$ cat config.mk
export PLATFORM = sky130hd
export DESIGN_NAME = fpga_reset_sequencer
export DESIGN_NICKNAME = d
export VERILOG_FILES = /design/src/rtl/fpga_rst_pkg.sv /design/src/rtl/fpga_sync_bit.sv /design/src/rtl/fpga_reset_sequencer.sv
export SDC_FILE = /design/constraint.sdc
export NUM_CORES = 1
export LEC_CHECK = 0
export ABC_AREA = 0
export CORE_AREA = 2 2 74 76
export CTS_BUF_LIST = sky130_fd_sc_hd__clkbuf_16
export DETAILED_ROUTE_END_ITERATION = 8
export DIE_AREA = 0 0 76 78
export GPL_ROUTABILITY_DRIVEN = 0
export PLACE_DENSITY = 0.65
export SETUP_SLACK_MARGIN = 0.5
export SYNTH_ARGS = -nofsm -noshare
export SYNTH_HDL_FRONTEND = slang
export SYNTH_SLANG_ARGS = --single-unit
$ cat constraint.sdc
create_clock -name clk_i -period 2.5 [get_ports clk_i]
set_input_delay 0.5 -clock clk_i [delete_from_list [all_inputs] [get_ports clk_i]]
set_output_delay 0.5 -clock clk_i [all_outputs]
set_load 0.01 [all_outputs]
$ cat src/rtl/fpga_rst_pkg.sv
// Shared types for the board reset sequencer: FSM states, reset-cause encoding, counter sizing.
package fpga_rst_pkg;

  typedef enum logic [1:0] {
    ST_HOLD      = 2'd0,
    ST_WAIT_LOCK = 2'd1,
    ST_STRETCH   = 2'd2,
    ST_RUN       = 2'd3
  } state_t;

  typedef enum logic [1:0] {
    CAUSE_POR       = 2'b00,
    CAUSE_BUTTON    = 2'b01,
    CAUSE_LOCK_LOSS = 2'b10
  } cause_t;

  localparam logic [7:0] RESET_COUNT_MAX = 8'hFF;

  // Bits needed to count 0..n-1, never less than one.
  function automatic int cnt_width(input int n);
    return (n <= 2) ? 1 : $clog2(n);
  endfunction

endpackage

$ cat src/rtl/fpga_sync_bit.sv
// Single-bit STAGES-deep flop synchronizer, cleared by the synchronous reset.
// Latency STAGES cycles; no backpressure.
module fpga_sync_bit #(
  parameter int STAGES = 2
) (
  input  logic clk_i,
  input  logic rst_i,
  input  logic d_i,
  output logic q_o
);

  logic [STAGES-1:0] chain;

  always_ff @(posedge clk_i) begin
    if (rst_i) chain <= '0;
    else       chain <= {chain[STAGES-2:0], d_i};
  end

  assign q_o = chain[STAGES-1];

endmodule

$ cat src/rtl/fpga_reset_sequencer.sv
// Board reset sequencer: debounced button + MMCM lock drive JTAG and SoC resets with a post-lock stretch.
// All outputs registered on the state edge; soc_rst_no rises SYNC_STAGES+1+HOLD_CYCLES edges after a clean release.
module fpga_reset_sequencer
  import fpga_rst_pkg::*;
#(
  parameter int SYNC_STAGES     = 2,
  parameter int DEBOUNCE_CYCLES = 1250000,
  parameter int HOLD_CYCLES     = 1024
) (
  input  logic       clk_i,
  input  logic       rst_i,
  input  logic       btn_reset_i,
  input  logic       mmcm_locked_i,
  output logic       soc_rst_no,
  output logic       jtag_trst_no,
  output logic [1:0] reset_cause_o,
  output logic [7:0] reset_count_o
);

  localparam int DB_W = cnt_width(DEBOUNCE_CYCLES);
  localparam int ST_W = cnt_width(HOLD_CYCLES);
  localparam logic [DB_W-1:0] DB_LAST = DB_W'(DEBOUNCE_CYCLES - 1);
  localparam logic [ST_W-1:0] ST_LAST = ST_W'(HOLD_CYCLES - 1);

  logic            btn_s, lock_s, btn_d;
  logic [DB_W-1:0] db_cnt;
  logic [ST_W-1:0] st_cnt;
  state_t          state;
  cause_t          cause_r;
  logic            go_hold;
  cause_t          go_cause;

  fpga_sync_bit #(.STAGES(SYNC_STAGES)) u_sync_btn (
    .clk_i (clk_i),
    .rst_i (rst_i),
    .d_i   (btn_reset_i),
    .q_o   (btn_s)
  );

  fpga_sync_bit #(.STAGES(SYNC_STAGES)) u_sync_lock (
    .clk_i (clk_i),
    .rst_i (rst_i),
    .d_i   (mmcm_locked_i),
    .q_o   (lock_s)
  );

  always_ff @(posedge clk_i) begin
    if (rst_i) begin
      btn_d  <= 1'b0;
      db_cnt <= '0;
    end else if (btn_s == btn_d) begin
      db_cnt <= '0;
    end else if (db_cnt == DB_LAST) begin
      btn_d  <= ~btn_d;
      db_cnt <= '0;
    end else begin
      db_cnt <= db_cnt + DB_W'(1);
    end
  end

  // Lock loss outranks the button; lock low while still waiting for lock is not an event.
  always_comb begin
    go_hold  = 1'b0;
    go_cause = CAUSE_BUTTON;
    if ((state == ST_STRETCH || state == ST_RUN) && !lock_s) begin
      go_hold  = 1'b1;
      go_cause = CAUSE_LOCK_LOSS;
    end else if (state != ST_HOLD && btn_d) begin
      go_hold  = 1'b1;
      go_cause = CAUSE_BUTTON;
    end
  end

  always_ff @(posedge clk_i) begin
    if (rst_i) begin
      state         <= ST_HOLD;
      st_cnt        <= '0;
      soc_rst_no    <= 1'b0;
      jtag_trst_no  <= 1'b0;
      cause_r       <= CAUSE_POR;
      reset_count_o <= '0;
    end else if (go_hold) begin
      state        <= ST_HOLD;
      soc_rst_no   <= 1'b0;
      jtag_trst_no <= 1'b0;
      cause_r      <= go_cause;
      if (reset_count_o != RESET_COUNT_MAX) reset_count_o <= reset_count_o + 8'd1;
    end else begin
      case (state)
        ST_HOLD: begin
          if (!btn_d) state <= ST_WAIT_LOCK;
        end
        ST_WAIT_LOCK: begin
          if (lock_s) begin
            state        <= ST_STRETCH;
            st_cnt       <= '0;
            jtag_trst_no <= 1'b1;
          end
        end
        ST_STRETCH: begin
          if (st_cnt == ST_LAST) begin
            state      <= ST_RUN;
            soc_rst_no <= 1'b1;
          end else begin
            st_cnt <= st_cnt + ST_W'(1);
          end
        end
        ST_RUN: begin
          state <= ST_RUN;
        end
      endcase
    end
  end

  assign reset_cause_o = cause_r;

endmodule

# Yosys cells after proc, flatten, opt, wreduce, memory -nomap -nowiden
# Cells that the tools add are included.
[totals]
wordCells = 52
reg_bits = 50
output_inout_bits = 12
in_bits = 4
[op_classes]
mux = 10
n_bitwise = 3
reduce_logical = 15
add_sub_neg = 3
n_eq_ne = 11
[ops]
columns = ["cell", "n"]
rows = [
  ["$add A21 B1 Y21 const B", 1],
  ["$eq A21 B21 Y1 const B", 1],
  ["$mux W10", 2],
  ["$pmux W10 S2", 1],
  ["$add A10 B1 Y10 const B", 1],
  ["$eq A10 B10 Y1 const B", 1],
  ["$add A8 B1 Y8 const B", 1],
  ["$mux W2", 4],
  ["$ne A8 B8 Y1 const B", 1],
  ["$pmux W2 S4", 1],
  ["$reduce_and A2 Y1", 4],
  ["$eq A2 B2 Y1 const B", 2],
  ["$ne A2 B1 Y1 const B", 2],
  ["$ne A2 B2 Y1 const B", 2],
  ["$reduce_and A4 Y1", 1],
  ["$reduce_bool A2 Y1", 2],
  ["$not A1 Y1", 3],
  ["$reduce_and A3 Y1", 1],
  ["$reduce_or A3 Y1", 1],
  ["$eq A2 B1 Y1 const B", 1],
  ["$logic_and A1 B1 Y1", 2],
  ["$logic_not A2 Y1", 1],
  ["$mux W1", 2],
  ["$reduce_or A2 Y1", 1],
  ["other kinds (3)", 3],
]

# Longest topological paths before layout
# Gate-level depths: netlist (run 1).
[logic_depth]
word_depth = 6
mapped_depth = 6
ltp_nobuf = 5

# Modules after synthesis
# A second synthesis (run 1) with hierarchy kept.
[unflattened]
cells_unflattened = 275
area_unflattened_um2 = 2332.2
[by_module_without_submodules]
columns = ["module", "cells_each", "area_per_inst_um2", "seq_area_each_um2", "instances"]
rows = [
  ["fpga_reset_sequencer", 267, 2227.1, 920.9, 1],
  ["fpga_sync_bit", 4, 52.6, 40.0, 2],
]

# Worst setup path after synthesis (run 1)
# OpenSTA, ideal clock, no wires.
[synth_path]
path_kind = "reg2reg"
startpoint = "register db_cnt[0]"
endpoint = "register db_cnt[20]"
required_time_ps = 2433
t_arrival_ps = 1793
path_buffers = 1
stages_incl_launch_ff = 7
slack_ps = 640
setup_time_ps = 67
path_cell_list = "dfxtp_1 ha_1 nand3_1 or3_1 buf_2 or4_4 a21oi_2"
[synth_between]
elab_chain_cells = 2
[synth_rtl]
columns = ["item", "line", "rtl"]
rows = [
  ["from (decl)", "fpga_reset_sequencer.sv:26", "logic [DB_W-1:0] db_cnt;"],
  ["from (signal assigned)", "fpga_reset_sequencer.sv:57", "db_cnt <= db_cnt + DB_W'(1);"],
  ["branches (longest 2 deep; another with $add A21 B1 Y21)", "n/a", ""],
]
# Several ways; the timed one is not identified.
# A chain may end at the register's enable or synchronous reset.

# Worst setup path after layout (run 1)
# Same ends and word-level chain as after synthesis.

==> flow_metrics.env, run 1 <==
export IMPL_synth_fp_nets=281
export IMPL_p_leak_nw=0.878
export IMPL_hp_start="u_sync_btn.chain[0]"
export IMPL_die_y_um=78
export IMPL_die_x_um=76
export IMPL_fillers=458
export IMPL_htree_levels=2
export IMPL_viasPerCell=5.60
export IMPL_io_pins=16
export IMPL_holdPathEnd="u_sync_btn.chain[1]"
export IMPL_mostFrequentLayoutCell="dfxtp_1"
export IMPL_crit_cells=5
export IMPL_setup_slack_ps=598
export IMPL_grt_remaining_overflow=0
export IMPL_core_um2=5040
export IMPL_timing_rr_end="db_cnt[20]"
export IMPL_ys_seq_area_share_pct=42.3
export IMPL_synth_distinct_cells=45
export IMPL_cts_buffer_depth=2
export IMPL_dpl_cell_area_um2=2600
export IMPL_max_stage_delay_ps=500
export IMPL_peakVddDrop_mv=0.531
export IMPL_dr_pass1_iters=4
export IMPL_drcViolationCount=0
export IMPL_drtIter0Drc=132
export IMPL_syn_area_um2=2370
export IMPL_final_area_um2=2810
export IMPL_critical_path_class="reg2reg"
export IMPL_max_clock_freq_mhz=526
export IMPL_start_util_pct=46.9
export IMPL_area_growth_pct=18.8
export IMPL_hold_viol_final=0
export IMPL_yosysWarnings=0
export IMPL_die_area_um2=5930
export IMPL_cts_sinks=50
export IMPL_clockRootBuffer="clkbuf_16"
export IMPL_worstPathCellList="ha_2, nand3_1, or3_4, or4_4, a21oi_2"
export IMPL_dp_slack_ps=508
export IMPL_cp_start_kind="flip-flop"
export IMPL_hp_class="reg2reg"
export IMPL_slew_headroom_pct=53.5
export IMPL_layout_nets=297
export IMPL_end_kind="flip-flop"
export IMPL_setup_violations=0
export IMPL_worst_path_max_delay_cell="or4_4"
export IMPL_cap_viol_max_count=0
export IMPL_antenna_found_initial=0
export IMPL_cts_tree="done"
export IMPL_cp_data_arrival_time_ps=2130
export IMPL_worst_pin_slew_ps=694
export IMPL_clock_latency_ps=280
export IMPL_min_period_ps=1900
export IMPL_grtUsageTotal_pct=16.9
export IMPL_worst_path_max_fanout=7
export IMPL_critical_path_top_delay_family="simple AND/OR/NAND/NOR gates"
export IMPL_regArea_um2=1000
export IMPL_diodes=0
export IMPL_wl_per_cell_um=12.7
export IMPL_grt_pass1_wl_um=8480
export IMPL_required_ps=2720
export IMPL_postCtsSetupBuffers=0
export IMPL_hpwl_um=3310
export IMPL_multi_input_area_um2=1290
export IMPL_async_reset_ff_share_pct=0
export IMPL_drive_gt1_share_pct=8.25
export IMPL_dominantRegCellSynth="dfxtp_1"
export IMPL_grt_pass1_vias=1921
export IMPL_whs_path_depth=1
export IMPL_slew_viol_final=0
export IMPL_rrSetupSlack_ps=600
export IMPL_clk_pin_slew_ps=70
export IMPL_r2r_start="db_cnt[0]"
export IMPL_synth_edf_count=0
export IMPL_num_vias=2020
export IMPL_reg2reg_depth=5
export IMPL_critPathBufInv=0
export IMPL_p_per_area_nw_per_um2=615
export IMPL_avgSynthCellArea_um2=8.64
export IMPL_status="finished, final reports clean"
export IMPL_io_buffers=15
export IMPL_layout_common_cells="dfxtp_1, nor2_1, a21oi_1"
export IMPL_totalWireLength_um=4580
export IMPL_cts_buffers=5
export IMPL_skew_ps=7.09
export IMPL_synth_cells=274
export IMPL_rows=26
export IMPL_ys_ff_latch=50
export IMPL_rsz0062_at_grt="false"
export IMPL_fin_crit_sh_pct=76.1
export IMPL_fin_setup_tns_ps=0
export IMPL_grt_max_degree=21
export IMPL_ant_nets=0
-- cells in the mapped netlist, types with 2 or more instances --
| cell type | number | area, um^2 |
|---|---|---|
| dfxtp_1 | 50 | 1000 |
| nor2_1 | 31 | 116 |
| a21oi_1 | 17 | 85.1 |
| nand4_1 | 13 | 81.3 |
| inv_1 | 12 | 45.0 |
| nand3_1 | 12 | 60.1 |
| nand2_1 | 11 | 41.3 |
| xnor2_1 | 11 | 96.3 |
| clkbuf_1 | 10 | 37.5 |
| o21ai_0 | 10 | 50.1 |
| nor3_1 | 7 | 35.0 |
| nor4_1 | 7 | 43.8 |
| o31ai_1 | 7 | 52.6 |
| or3_1 | 7 | 43.8 |
| or4_1 | 7 | 52.6 |
| nor2b_1 | 6 | 37.5 |
| mux2i_1 | 5 | 50.1 |
| xor2_1 | 5 | 43.8 |
| a211oi_1 | 4 | 30.0 |
| o2bb2ai_1 | 4 | 35.0 |
| and3_1 | 3 | 18.8 |
| and4_1 | 3 | 26.3 |
| ha_1 | 3 | 37.5 |
| nand2b_1 | 3 | 18.8 |
| o32ai_1 | 3 | 26.3 |
| a2bb2oi_1 | 2 | 17.5 |
| a311oi_1 | 2 | 17.5 |
| a41oi_1 | 2 | 17.5 |
-- worst reg2reg max path, delay by kind of cell, from the launching register on --
family,cells,cell delay [ps]
and+or+nand+nor,3,1110
AOI/OAI and AO/OA,1,130
DFF,1,390
adders and majority gates,1,220
-- power breakdown --
part | internal, mW | leakage (nW) | switching, mW | total, mW
sequential | 0.804 | 0.404 | 0.00970 | 0.813
combinational | 0.0253 | 0.380 | 0.0307 | 0.0561
clock | 0.574 | 0.0940 | 0.283 | 0.858
total | 1.40 | 0.878 | 0.324 | 1.73
-- worst max path at each step --
stage               from          to  slack [ps]
5_1_grt        db_cnt[0]  db_cnt[20]         510
3_5_place_dp   db_cnt[0]  db_cnt[20]         510
3_3_place_gp   db_cnt[0]  db_cnt[20]         530
6_report       db_cnt[0]  db_cnt[20]         600
4_1_cts        db_cnt[0]  db_cnt[20]         510
2_1_floorplan  db_cnt[0]  db_cnt[20]         640
-- routing by layer --
| layer | GRT usage [%] | wire length (um) | vias to the layer above |
|---|---|---|---|
| met5 | 0 | 0 | - |
| met4 | 4.55 | 25 | 0 |
| met3 | 3.49 | 59 | 2 |
| met2 | 29.3 | 2220 | 14 |
| met1 | 21.6 | 2270 | 956 |
| li1 | - | - | 1048 |
-- what timing repair did --
action / 4_1_cts / 5_1_grt
setup endpoints to repair: 0 / 5
hold buffers: 0 / 0
gates resized for setup: 0 / 4
-- registers in the layout, indices dropped and copies added (netlist names) --
| register | flops |
|---|---|
| db_cnt | 21 |
| st_cnt | 10 |
| reset_count_o | 8 |
| reset_cause_o | 2 |
| state | 2 |
| u_sync_btn.chain | 2 |
| u_sync_lock.chain | 2 |
| btn_d | 1 |
| jtag_trst_no | 1 |
| soc_rst_no | 1 |
-- kinds of logic (layout without fill, tap and decap cells) --
kind of cell | count (synthesis) | count (layout) | share of synthesized area (%)
AOI/OAI and AO/OA | 58 | 58 | 16.2
DFF | 50 | 50 | 42.3
adders and majority gates | 3 | 3 | 1.59
buffers and inverters | 24 | 41 | 3.86
muxes | 6 | 6 | 2.59
xor gates and xnor gates | 16 | 16 | 5.92
and+or+nand+nor | 117 | 117 | 27.6
-- cell type report --
class                   instances  share of cell area (%)
clock buffers                   5                    4.45
flip-flops and latches         50                    35.7
inverters                      12                    1.60
well taps                      70                    3.12
repair buffers                 21                    6.95
multi-input cells             200                    45.8
clock inverters                 3                    2.45
-- per-stage QoR --
| step | util (%) | instances | hold slack (ps) | power [mW] |
|---|---|---|---|---|
| global route | 55.7 | 361 | 468 | 1.79 |
| global placement | 51.6 | 353 | 421 | 0.888 |
| finish | 55.7 | 361 | 441 | 1.73 |
| CTS | 55.5 | 361 | 441 | 1.75 |
| floorplan | - | 274 | 414 | 0.864 |
| detailed placement | 51.6 | 353 | 427 | 0.888 |
No activity file was read; power rests on OpenSTA's default activity.
==> run 2: changes to the inputs <==
--- a/config.mk
+++ b/config.mk
@@ -11,7 +11,7 @@
 export DETAILED_ROUTE_END_ITERATION = 8
 export DIE_AREA = 0 0 76 78
 export GPL_ROUTABILITY_DRIVEN = 0
-export PLACE_DENSITY = 0.65
+export PLACE_DENSITY = 0.68
 export SETUP_SLACK_MARGIN = 0.5
 export SYNTH_ARGS = -nofsm -noshare
 export SYNTH_HDL_FRONTEND = slang
==> constraint.sdc (replaced) <==
create_clock -name clk_i -period 1.6 [get_ports clk_i]
set_input_delay 0.32 -clock clk_i [delete_from_list [all_inputs] [get_ports clk_i]]
set_output_delay 0.32 -clock clk_i [all_outputs]
set_load 0.01 [all_outputs]
==> run 2 against run 1 <==
  * The run now ends with setup timing left
  * Clock skew decreased by 1.8 ps
  * Final cell count grew 22%
  * Clock-buffer cell count unchanged
  * Combinational power rose to 3.2 times the previous value
  * Sequential power increased by 54%
  * First-iteration DRC count decreased by 28%
  * Critical path depth increased by 1
  * Setup slack worse by 630 ps
==> flow_metrics.env, run 2 (same netlist as run 1, synthesis figures left out) <==
export IMPL_max_stage_delay_ps=390
export IMPL_cap_viol_max_count=0
export IMPL_worstPathCellList="ha_4, nand3_2, or3_4, buf_4, or3_1, a21oi_1"
export IMPL_slew_viol_final=0
export IMPL_clock_latency_ps=290
export IMPL_multi_input_area_um2=1660
export IMPL_end_kind="flip-flop"
export IMPL_top_register="db_cnt"
export IMPL_skew_ps=5.31
export IMPL_critical_path_class="reg2reg"
export IMPL_die_area_um2=5930
export IMPL_grt_remaining_overflow=0
export IMPL_dp_slack_ps=-50.2
export IMPL_diodes=0
export IMPL_drcViolationCount=0
export IMPL_start_util_pct=46.9
export IMPL_min_period_ps=1630
export IMPL_hp_class="reg2reg"
export IMPL_cts_sinks=50
export IMPL_slew_headroom_pct=74.3
export IMPL_layout_nets=376
export IMPL_clockRootBuffer="clkbuf_16"
export IMPL_htree_levels=2
export IMPL_antenna_found_initial=0
export IMPL_ant_nets=0
export IMPL_setup_slack_ps=-32.3
export IMPL_drtIter0Drc=95
export IMPL_grt_pass1_wl_um=10600
export IMPL_clk_pin_slew_ps=70
export IMPL_dr_pass1_iters=4
export IMPL_hpwl_um=3780
export IMPL_required_ps=1810
export IMPL_violations="setup timing"
export IMPL_cp_start_kind="flip-flop"
export IMPL_worst_path_max_fanout=4
export IMPL_totalWireLength_um=7370
export IMPL_cts_buffer_depth=2
export IMPL_regArea_um2=1060
export IMPL_cts_tree="done"
export IMPL_fin_setup_tns_ps=-56.9
export IMPL_ctsHoldBuffers=0
export IMPL_die_y_um=78
export IMPL_cts_buffers=5
export IMPL_die_x_um=76
export IMPL_grtUsageTotal_pct=21.8
export IMPL_mostFrequentLayoutCell="buf_4"
export IMPL_drive_gt1_share_pct=53.5
export IMPL_layout_common_cells="buf_4, buf_6, nor2_1"
export IMPL_area_growth_pct=65.0
export IMPL_io_buffers=15
export IMPL_worst_pin_slew_ps=383
export IMPL_cp_data_arrival_time_ps=1840
export IMPL_viasPerCell=5.71
export IMPL_largest_register_ffs=21
export IMPL_p_leak_nw=1.40
export IMPL_rsz0062_at_grt="true"
export IMPL_fin_crit_sh_pct=102
export IMPL_p_per_area_nw_per_um2=672
export IMPL_core_um2=5040
export IMPL_num_vias=2512
export IMPL_wl_per_cell_um=16.7
export IMPL_rows=26
export IMPL_grt_pass1_vias=2322
export IMPL_final_core_util_pct=77.4
export IMPL_setup_violations=3
export IMPL_peakVddDrop_mv=0.525
export IMPL_status="finished with violations"
export IMPL_fillers=321
export IMPL_grt_max_degree=21
export IMPL_hold_viol_final=0
export IMPL_io_pins=16
export IMPL_reg_largest_list="db_cnt (21), st_cnt (10), reset_count_o (8)"
export IMPL_worst_path_max_delay_cell="or3_4"
export IMPL_max_clock_freq_mhz=613
==> run 2: changes by cell type in the layout (fill, tap and decap cells not counted), sizes merged <==
cell and change:
o211ai +1, clkdlybuf4s50 -13, inv -1, buf +90
clkinv +1, dlymetal6s2s +1, bufinv -1, clkinvlp +1
==> run 2: critical path, delay by kind of cell, from the launching register on <==
| kind | cells | cell delay (ps) |
|---|---|---|
| AND/OR/NAND/NOR | 3 | 780 |
| flip-flops | 1 | 360 |
| adder cells (fa/ha/maj) | 1 | 130 |
| buffers and inverters | 1 | 150 |
| AO/OA/AOI/OAI | 1 | 140 |
==> run 2: cell type report <==
cell class	instances	share of cell area, %
clock buffer	5	3.21
clock inverter	3	1.03
inverter	12	1.25
multi-input combinational	201	42.5
sequential	50	27.2
tap	70	2.24
timing repair buffer	99	22.6
==> run 2: worst paths after layout <==
kind	startpoint	endpoint	slack [ps]	cells past startpoint
max reg2reg	db_cnt[0]	db_cnt[16]	-30	6
min	u_sync_lock.chain[0]	u_sync_lock.chain[1]	440	1
max	db_cnt[0]	db_cnt[16]	-30	6
min reg2reg	u_sync_lock.chain[0]	u_sync_lock.chain[1]	440	1
==> run 2: through the flow <==
stage                     cell area, um^2  hold WS [ps]  total power, mW  cells
after floorplan                      2570           414             1.36    274
after global placement               3080           421             1.39    395
after detailed placement             3080           424             1.40    395
after CTS                            3590           436             2.60    423
after global routing                 3900           451             2.72    440
final                                3900           437             2.62    440
==> run 2: per-layer routing <==
| metal | share of wire, % | global-route usage, % | wire length, um | up-vias |
|---|---|---|---|---|
| li1 | - | - | - | 1214 |
| met1 | 42 | 25.2 | 3080 | 1227 |
| met2 | 52 | 40.2 | 3850 | 46 |
| met3 | 2.5 | 4.19 | 186 | 25 |
| met4 | 3.4 | 8.00 | 253 | 0 |
| met5 | 0 | 0 | 0 | - |
==> run 2: what timing repair did <==
item / in CTS / in global routing
endpoints found under the hold margin: 0 / 0
endpoints found under the setup margin: 54 / 55
buffers inserted: 19 / 17
pin swaps: 32 / 27
cloned: 1 / 0
resized for setup: 116 / 41
==> run 2: power breakdown <==
part / total, mW / switching, mW / internal, mW
clock: 1.19 / 0.459 / 0.732
sequential: 1.25 / 0.0102 / 1.24
combinational: 0.179 / 0.0921 / 0.0871
total: 2.62 / 0.561 / 2.06
==> run 3: changes to the inputs <==
--- a/config.mk
+++ b/config.mk
@@ -12,6 +12,7 @@
 export DIE_AREA = 0 0 76 78
 export GPL_ROUTABILITY_DRIVEN = 0
 export PLACE_DENSITY = 0.68
+export REMOVE_ABC_BUFFERS = 1
 export SETUP_SLACK_MARGIN = 0.5
 export SYNTH_ARGS = -nofsm -noshare
 export SYNTH_HDL_FRONTEND = slang
==> run 3 against run 2 <==
  * The run still ends with setup timing left
  * Sequential share of layout area down 0.59 points
  * Via count rose by 1.8%
  * Flip-flop and latch count stayed put
  * Setup slack got worse by 29 ps
  * Critical endpoint is now db_cnt[19]
==> flow_metrics.env, run 3 (same netlist as run 1, synthesis figures left out) <==
export IMPL_grt_pass1_wl_um=10700
export IMPL_grt_remaining_overflow=0
export IMPL_rrSetupSlack_ps=-60
export IMPL_diodes=0
export IMPL_totalWireLength_um=7730
export IMPL_fin_crit_sh_pct=104
export IMPL_drtIter0Drc=118
export IMPL_top_register="db_cnt"
export IMPL_area_growth_pct=65.7
export IMPL_hold_slack_ps=440
export IMPL_reg_largest_list="db_cnt (21), st_cnt (10), reset_count_o (8)"
export IMPL_max_clock_freq_mhz=602
export IMPL_violations="setup timing"
export IMPL_die_x_um=76
export IMPL_hp_start="u_sync_lock.chain[0]"
export IMPL_worst_path_max_fanout=5
export IMPL_hp_class="reg2reg"
export IMPL_mostFrequentLayoutCell="buf_4"
export IMPL_fin_setup_tns_ps=-265
export IMPL_clock_latency_ps=290
export IMPL_r2r_start="db_cnt[3]"
export IMPL_cp_start_kind="flip-flop"
export IMPL_clk_pin_slew_ps=70
export IMPL_cts_sinks=50
export IMPL_crit_path_start="db_cnt[3]"
export IMPL_setup_slack_ps=-60.8
export IMPL_dr_pass1_iters=4
export IMPL_ant_nets=0
export IMPL_skew_ps=6.19
export IMPL_worst_pin_slew_ps=346
export IMPL_die_area_um2=5930
export IMPL_cts_buffer_depth=2
export IMPL_grt_pass1_vias=2370
export IMPL_timing_rr_end="db_cnt[19]"
export IMPL_htree_levels=2
export IMPL_slew_headroom_pct=76.7
export IMPL_peakVddDrop_mv=0.477
export IMPL_p_per_area_nw_per_um2=632
export IMPL_largest_register_ffs=21
export IMPL_io_buffers=15
export IMPL_status="finished with violations"
export IMPL_critical_path_class="reg2reg"
export IMPL_die_y_um=78
export IMPL_hold_viol_final=0
export IMPL_cts_tree="done"
export IMPL_core_um2=5040
export IMPL_hpwl_um=3860
export IMPL_io_pins=16
export IMPL_crit_end="db_cnt[19]"
export IMPL_ctsHoldBuffers=0
export IMPL_p_leak_nw=1.42
export IMPL_end_kind="flip-flop"
export IMPL_reg2reg_depth=4
export IMPL_drive_gt1_share_pct=53.2
export IMPL_setup_violations=12
export IMPL_wl_per_cell_um=17.4
export IMPL_grtUsageTotal_pct=22.2
export IMPL_slew_viol_final=0
export IMPL_start_util_pct=46.9
export IMPL_cap_viol_max_count=0
export IMPL_num_vias=2556
export IMPL_cp_data_arrival_time_ps=1890
export IMPL_rsz0062_at_grt="true"
export IMPL_min_period_ps=1660
export IMPL_dpl_cell_area_um2=2970
export IMPL_final_area_um2=3920
export IMPL_fillers=312
export IMPL_cts_buffers=5
export IMPL_antenna_found_initial=0
export IMPL_required_ps=1830
export IMPL_grt_max_degree=15
export IMPL_viasPerCell=5.76
export IMPL_layout_common_cells="buf_4, nor2_1, buf_6"
export IMPL_layout_nets=380
export IMPL_rows=26
export IMPL_clockRootBuffer="clkbuf_16"
export IMPL_drcViolationCount=0
-- run 3: how the worst min path moves through the flow --
stage | endpoint | slack (ps) | cells past startpoint
after global placement | u_sync_lock.chain[1] | 420 | 1
after floorplan | btn_d | 390 | 1
after detailed placement | u_sync_btn.chain[1] | 420 | 1
after global routing | u_sync_lock.chain[1] | 450 | 1
after CTS | u_sync_btn.chain[1] | 440 | 1
final | u_sync_lock.chain[1] | 440 | 1
-- run 3: routing by layer --
metal  routed length, um  track usage [%]
met5                   0                0
met3                 232             4.53
met1                2950             25.7
met2                4230             40.8
met4                 316             7.64
-- run 3: power breakdown --
group / internal (mW) / leakage (nW) / switching, mW
sequential: 1.25 / 0.418 / 0.00899
clock: 0.566 / 0.0724 / 0.453
combinational: 0.103 / 0.932 / 0.0973
total: 1.92 / 1.42 / 0.559
-- run 3: worst max-delay path, stage by stage, from the launching register on --
cell and delay, ps:
dfxtp_1 440, nand4_1 170, or3_4 450, or4_1 410, a21oi_1 130
-- run 3: what timing repair did --
action | CTS | global route
pin swaps | 39 | 24
gates resized for setup | 136 | 60
setup buffers | 19 | 13
gates cloned | 2 | 0
endpoints found under the setup margin | 57 | 54
-- run 3: area by class of cell --
type	count	area [um^2]	area share, %
multi-input cells	200	1690	43.2
flip-flops and latches	50	1040	26.7
repair buffers	104	913	23.3
clock buffers	5	125	3.19
well taps	70	87.6	2.23
inverters	12	45.0	1.15
clock inverters	3	12.5	0.319
-- run 3: metrics by stage --
stage               setup slack [ps]  utilization [%]  instances  power, mW
floorplan                       -337                -        262       1.34
global placement               -62.8             58.9        402       1.40
detailed placement             -97.6             58.9        402       1.40
CTS                             17.2             70.1        431       2.45
global route                    -105             77.7        444       2.55
finish                         -60.8             77.7        444       2.48
==> RTL edit 1, RTL diff (config.mk and constraints of run 2) <==
`DEBOUNCE_CYCLES`: 1250000 -> 312500.
--- a/src/rtl/fpga_reset_sequencer.sv
+++ b/src/rtl/fpga_reset_sequencer.sv
@@ -6,3 +6,3 @@
   parameter int SYNC_STAGES     = 2,
-  parameter int DEBOUNCE_CYCLES = 1250000,
+  parameter int DEBOUNCE_CYCLES = 312500,
   parameter int HOLD_CYCLES     = 1024
Function: same outputs for any inputs over 10 cycles, from zero or initial values and one cycle with rst_i high; that may be too few to reach the edited logic, so the function may still have changed.
==> RTL edit 1 against run 2 <==
- synthesized area shrank 2.9%
- sequential share of layout area rose by 0.97 points
- fmax increased by 7.1%
- synthesized cell count shrank 2.9%
- non-clock buffer count decreased by 16
- wire length decreased by 7.7%
- via count decreased by 6.7%
- sequential cell count fell by 2
- total power grew 0.52%
- setup slack improved by 110 ps
- final area down 5.4%
==> RTL edit 1: results <==
export IMPL_outcome="finished, final reports clean"
export IMPL_finClkSkew_ps=4.52
export IMPL_whs_endpoint="u_sync_lock.chain[1]"
export IMPL_synth_fp_nets=273
export IMPL_grt_use_met2_pct=35.0
export IMPL_p_sw_share_pct=21.0
export IMPL_grtUsageMet1_pct=26.7
export IMPL_drt_iter0_drc=173
export IMPL_first_global_vias=2182
export IMPL_synth_cell_types=51
export IMPL_slew_limit_headroom_pct=78.6
export IMPL_grt_use_total_pct=21.0
export IMPL_grt_max_degree=19
export IMPL_synth_area_leaders="dfxtp_1, nor2_1, xnor2_1, nand3_1, a21oi_1"
export IMPL_syn_area_per_cell_um2=8.64
export IMPL_avgViaCountPerCell=5.62
export IMPL_grt_pass1_wl_um=10200
export IMPL_drive_gt1_share_pct=48.7
export IMPL_largest_reg_flops=19
export IMPL_placed_cell_area_mm2=0.00279
export IMPL_fill_cells=328
export IMPL_met3_usage_pct=4.65
export IMPL_nNetsFinal=353
export IMPL_dp_slack_ps=69.5
export IMPL_ff2ff_path_depth=4
export IMPL_placed_cells=357
export IMPL_r2r_start="btn_d"
export IMPL_dp_hpwl_um=3380
export IMPL_largestRegisters="db_cnt x19, st_cnt x10, reset_count_o x8"
export IMPL_reg2reg_slack_ps=80
export IMPL_wl_per_cell_um=16.3
export IMPL_leakagePower_nw=1.38
export IMPL_drt_wl_total_um=6800
export IMPL_path_max_fanout=5
export IMPL_rr_endpoint="reset_count_o[5]"
==> RTL edit 1: changes by cell type in the layout (fill, tap and decap cells not counted), sizes merged, moves of 3 or more <==
cell | run 2 | this run
buf | 96 | 80
nand3 | 12 | 18
o31ai | 7 | 2
a31oi | 1 | 5
mux2i | 5 | 1
nand2 | 11 | 15
nand4 | 14 | 10
o21a | 0 | 4
o2bb2ai | 4 | 0
or4 | 8 | 4
a21oi | 18 | 15
o21ai | 11 | 14
o32ai | 3 | 0
==> RTL edit 1: final cells by class <==
cell class | count | area, um^2 | area share, %
tap | 70 | 87.6 | 2.37
inverter | 9 | 33.8 | 0.914
multi-input combinational | 199 | 1560 | 42.3
clock inverter | 2 | 38.8 | 1.05
sequential | 48 | 1040 | 28.2
clock buffer | 6 | 150 | 4.06
timing repair buffer | 83 | 781 | 21.1
==> RTL edit 1: power groups by stage <==
stage / sequential, W / combinational (W) / clock [W]
final: 0.00119 / 0.000128 / 0.00132
after global routing: 0.00119 / 0.000137 / 0.00139
after CTS: 0.00120 / 0.000116 / 0.00133
after detailed placement: 0.00123 / 0.0000845 / 0
after global placement: 0.00123 / 0.0000828 / 0
after floorplan: 0.00123 / 0.0000516 / 0
==> RTL edit 1: timing repair <==
action | 4_1_cts | 5_1_grt
pin swaps | 26 | 14
gates resized for setup | 115 | 34
endpoints found under the setup margin | 55 | 53
setup buffers | 36 | 16
==> RTL edit 1: cells by family (layout without fill, tap and decap cells) <==
family,count (synthesis),in the layout,share of synthesized area [%]
and+or+nand+nor,120,120,29.4
AOI/OAI and AO/OA,59,59,17.1
DFF,48,48,41.8
buffers and inverters,19,100,3.54
xor gates and xnor gates,16,16,6.10
adders and majority gates,3,3,1.63
muxes,1,1,0.436
==> RTL edit 1: critical path: stages (launching register included) <==
cell and delay [ps]:
dfxtp_4 390, a21oi_4 80, or3_4 440, or3_1 390, a21oi_2 140
==> RTL edit 1: layer usage <==
metal  wire (um)  vias to the layer above
li1            -                     1139
met1        3010                     1130
met2        3380                       58
met3         273                       16
met4         133                        0
met5           0                        -
==> RTL edit 1: per-stage QoR <==
stage          hold WS [ps]  setup TNS, ps
6_report                438              0
5_1_grt                 444          -4.03
4_1_cts                 440              0
3_5_place_dp            425              0
3_3_place_gp            421              0
2_1_floorplan           414              0
==> RTL edit 1: worst max path at each step <==
stage	slack [ps]	end	start	cells past startpoint
CTS	180	db_cnt[3]	db_cnt[1]	7
finish	80	reset_count_o[5]	btn_d	4
floorplan	200	db_cnt[0]	db_cnt[0]	6
global placement	130	st_cnt[4]	st_cnt[0]	6
detailed placement	70	reset_count_o[7]	rst_i	5
global route	-3	st_cnt[4]	st_cnt[1]	6
==> RTL edit 2, RTL diff (config.mk and constraints of run 2) <==
Without the edit above. Encoding of `state_t`: now Gray code (2 bits for 4 states).
--- a/src/rtl/fpga_rst_pkg.sv
+++ b/src/rtl/fpga_rst_pkg.sv
@@ -4,6 +4,6 @@
   typedef enum logic [1:0] {
-    ST_HOLD      = 2'd0,
-    ST_WAIT_LOCK = 2'd1,
-    ST_STRETCH   = 2'd2,
-    ST_RUN       = 2'd3
+    ST_HOLD      = 2'b00,
+    ST_WAIT_LOCK = 2'b01,
+    ST_STRETCH   = 2'b11,
+    ST_RUN       = 2'b10
   } state_t;
Behaviour: no difference found for any inputs over 10 cycles, from zero or initial values and one cycle with rst_i high; not proved beyond that.
==> RTL edit 2 against run 2 <==
- the flow still finishes with violations (setup timing)
- first-iteration DRC count up 83%
- critical path type unchanged
- total power fell by 3.1%
- synthesized area increased by 0.16%
- final cell count down 1.4%
- count of clock-buffer cells in the layout up 1
- global-route usage is 5.0 points higher
- critical path depth is 1 higher
- final area increased by 4.4%
- largest power group unchanged
- largest cell class unchanged
- setup slack got worse by 200 ps
- wire length rose by 17%
- sequential cell count unchanged
==> RTL edit 2: results <==
export IMPL_io_buffers=15
export IMPL_clk_latency_ps=290
export IMPL_placed_cell_area_mm2=0.00307
export IMPL_dp_hpwl_um=3810
export IMPL_path_max_fanout=3
export IMPL_outcome="finished, violations left"
export IMPL_htree_levels=2
export IMPL_leakagePower_nw=1.50
export IMPL_synth_top_flop_cell="dfxtp_1"
export IMPL_finClkSkew_ps=3.67
export IMPL_antenna_found_initial=0
export IMPL_yosysWarnings=0
export IMPL_ys_seq_area_share_pct=42.2
export IMPL_nNetsFinal=371
export IMPL_slew_limit_headroom_pct=78.9
export IMPL_final_util_pct=80.8
export IMPL_diodes=0
export IMPL_timing_final_ws_setup_ps=-230
export IMPL_root_buffer="clkbuf_16"
export IMPL_final_antenna_net_count=0
export IMPL_vias=2547
export IMPL_fill_cells=253
export IMPL_cts_inserted_buffers=5
export IMPL_cp_arrival_ps=2010
export IMPL_grt_max_degree=15
export IMPL_synth_cell_types=53
export IMPL_drive_gt1_share_pct=56.3
export IMPL_ir_drop_mv=0.645
export IMPL_violations="setup timing"
export IMPL_grt_pass1_wl_um=12800
export IMPL_finalSetupTns_ps=-3970
export IMPL_setup_viol=30
export IMPL_synth_async_reset_ratio_pct=0
export IMPL_ff2ff_path_depth=7
export IMPL_largestRegisters="db_cnt x21, st_cnt x10, reset_count_o x8"
export IMPL_clk_pin_slew_ps=60
export IMPL_whs_path_depth=1
export IMPL_synth_commonest_cells="dfxtp_1, nor2_1, a21oi_1"
export IMPL_wl_per_cell_um=19.9
export IMPL_drtPass1Iterations=5
export IMPL_cts_max_path_buffers=2
export IMPL_finalHoldViolCount=0
export IMPL_grt_use_total_pct=26.9
export IMPL_synth_fp_nets=275
export IMPL_synth_area_leaders="dfxtp_1, a21oi_1, nor2_1, nand3_1, xnor2_1"
export IMPL_hold_path_class="flop to flop"
export IMPL_drt_iter0_drc=174
export IMPL_first_global_vias=2608
-- RTL edit 2: cell types whose count changed after synthesis, moves of 5 or more --
cell and delta:
nor2_1 -9, nor4_1 -5, clkbuf_1 -5, inv_1 -5
-- RTL edit 2: cell type report --
class | instances | area share (%)
Clock buffer | 6 | 3.69
Clock inverter | 1 | 0.0921
Inverter | 7 | 0.645
Multi-Input combinational cell | 200 | 43.2
Sequential cell | 50 | 25.6
Tap cell | 70 | 2.15
Timing Repair Buffer | 100 | 24.6
-- RTL edit 2: cell families after synthesis --
kind of cell / count (synthesis) / synth area share, %
AOI/OAI and AO/OA: 60 / 16.7
xor gates and xnor gates: 14 / 5.17
adders and majority gates: 3 / 1.58
buffers and inverters: 18 / 3.22
DFF: 50 / 42.2
muxes: 3 / 1.37
and+or+nand+nor: 120 / 29.7
-- RTL edit 2: worst max-delay path, stage by stage (launching register included) --
cell	delay, ps
dfxtp_4	350
ha_4	160
and4_4	150
buf_6	110
buf_6	110
a211oi_4	300
nand4_1	200
mux2_4	330
-- RTL edit 2: path summary, 6_finish.rpt --
check                      startpoint                  end  slack [ps]
setup reg to reg     reset_count_o[0]     reset_count_o[4]        -230
hold reg to reg   u_sync_btn.chain[0]  u_sync_btn.chain[1]         470
hold / removal    u_sync_btn.chain[0]  u_sync_btn.chain[1]         470
setup / recovery     reset_count_o[0]     reset_count_o[4]        -230
-- RTL edit 2: where the power goes --
part	switching [W]	internal, W	total [W]	leakage, nW
Clock	0.000450	0.000661	0.00111	0.0755
Sequential	0.00000902	0.00125	0.00126	0.418
Combinational	0.0000839	0.0000874	0.000171	1.01
-- RTL edit 2: layer usage --
layer  part of all wire [%]  GRT usage [%]
met1                     42           33.9
met5                      0              0
met2                     52           46.2
met4                    2.4           10.0
met3                    4.3           4.65
-- RTL edit 2: timing repair --
item | CTS | global route
setup endpoints to repair | 56 | 54
setup buffers | 22 | 10
pin swaps | 24 | 19
resized for setup | 133 | 49
gates cloned | 4 | 0
-- RTL edit 2: through the flow --
stage / hold slack, ps / power, W / instances / setup WS (ps)
finish: 466 / 0.00254 / 434 / -230
global route: 468 / 0.00261 / 434 / -291
CTS: 450 / 0.00253 / 424 / -174
detailed placement: 432 / 0.00138 / 391 / -151
global placement: 425 / 0.00138 / 391 / -130
floorplan: 414 / 0.00133 / 268 / -169
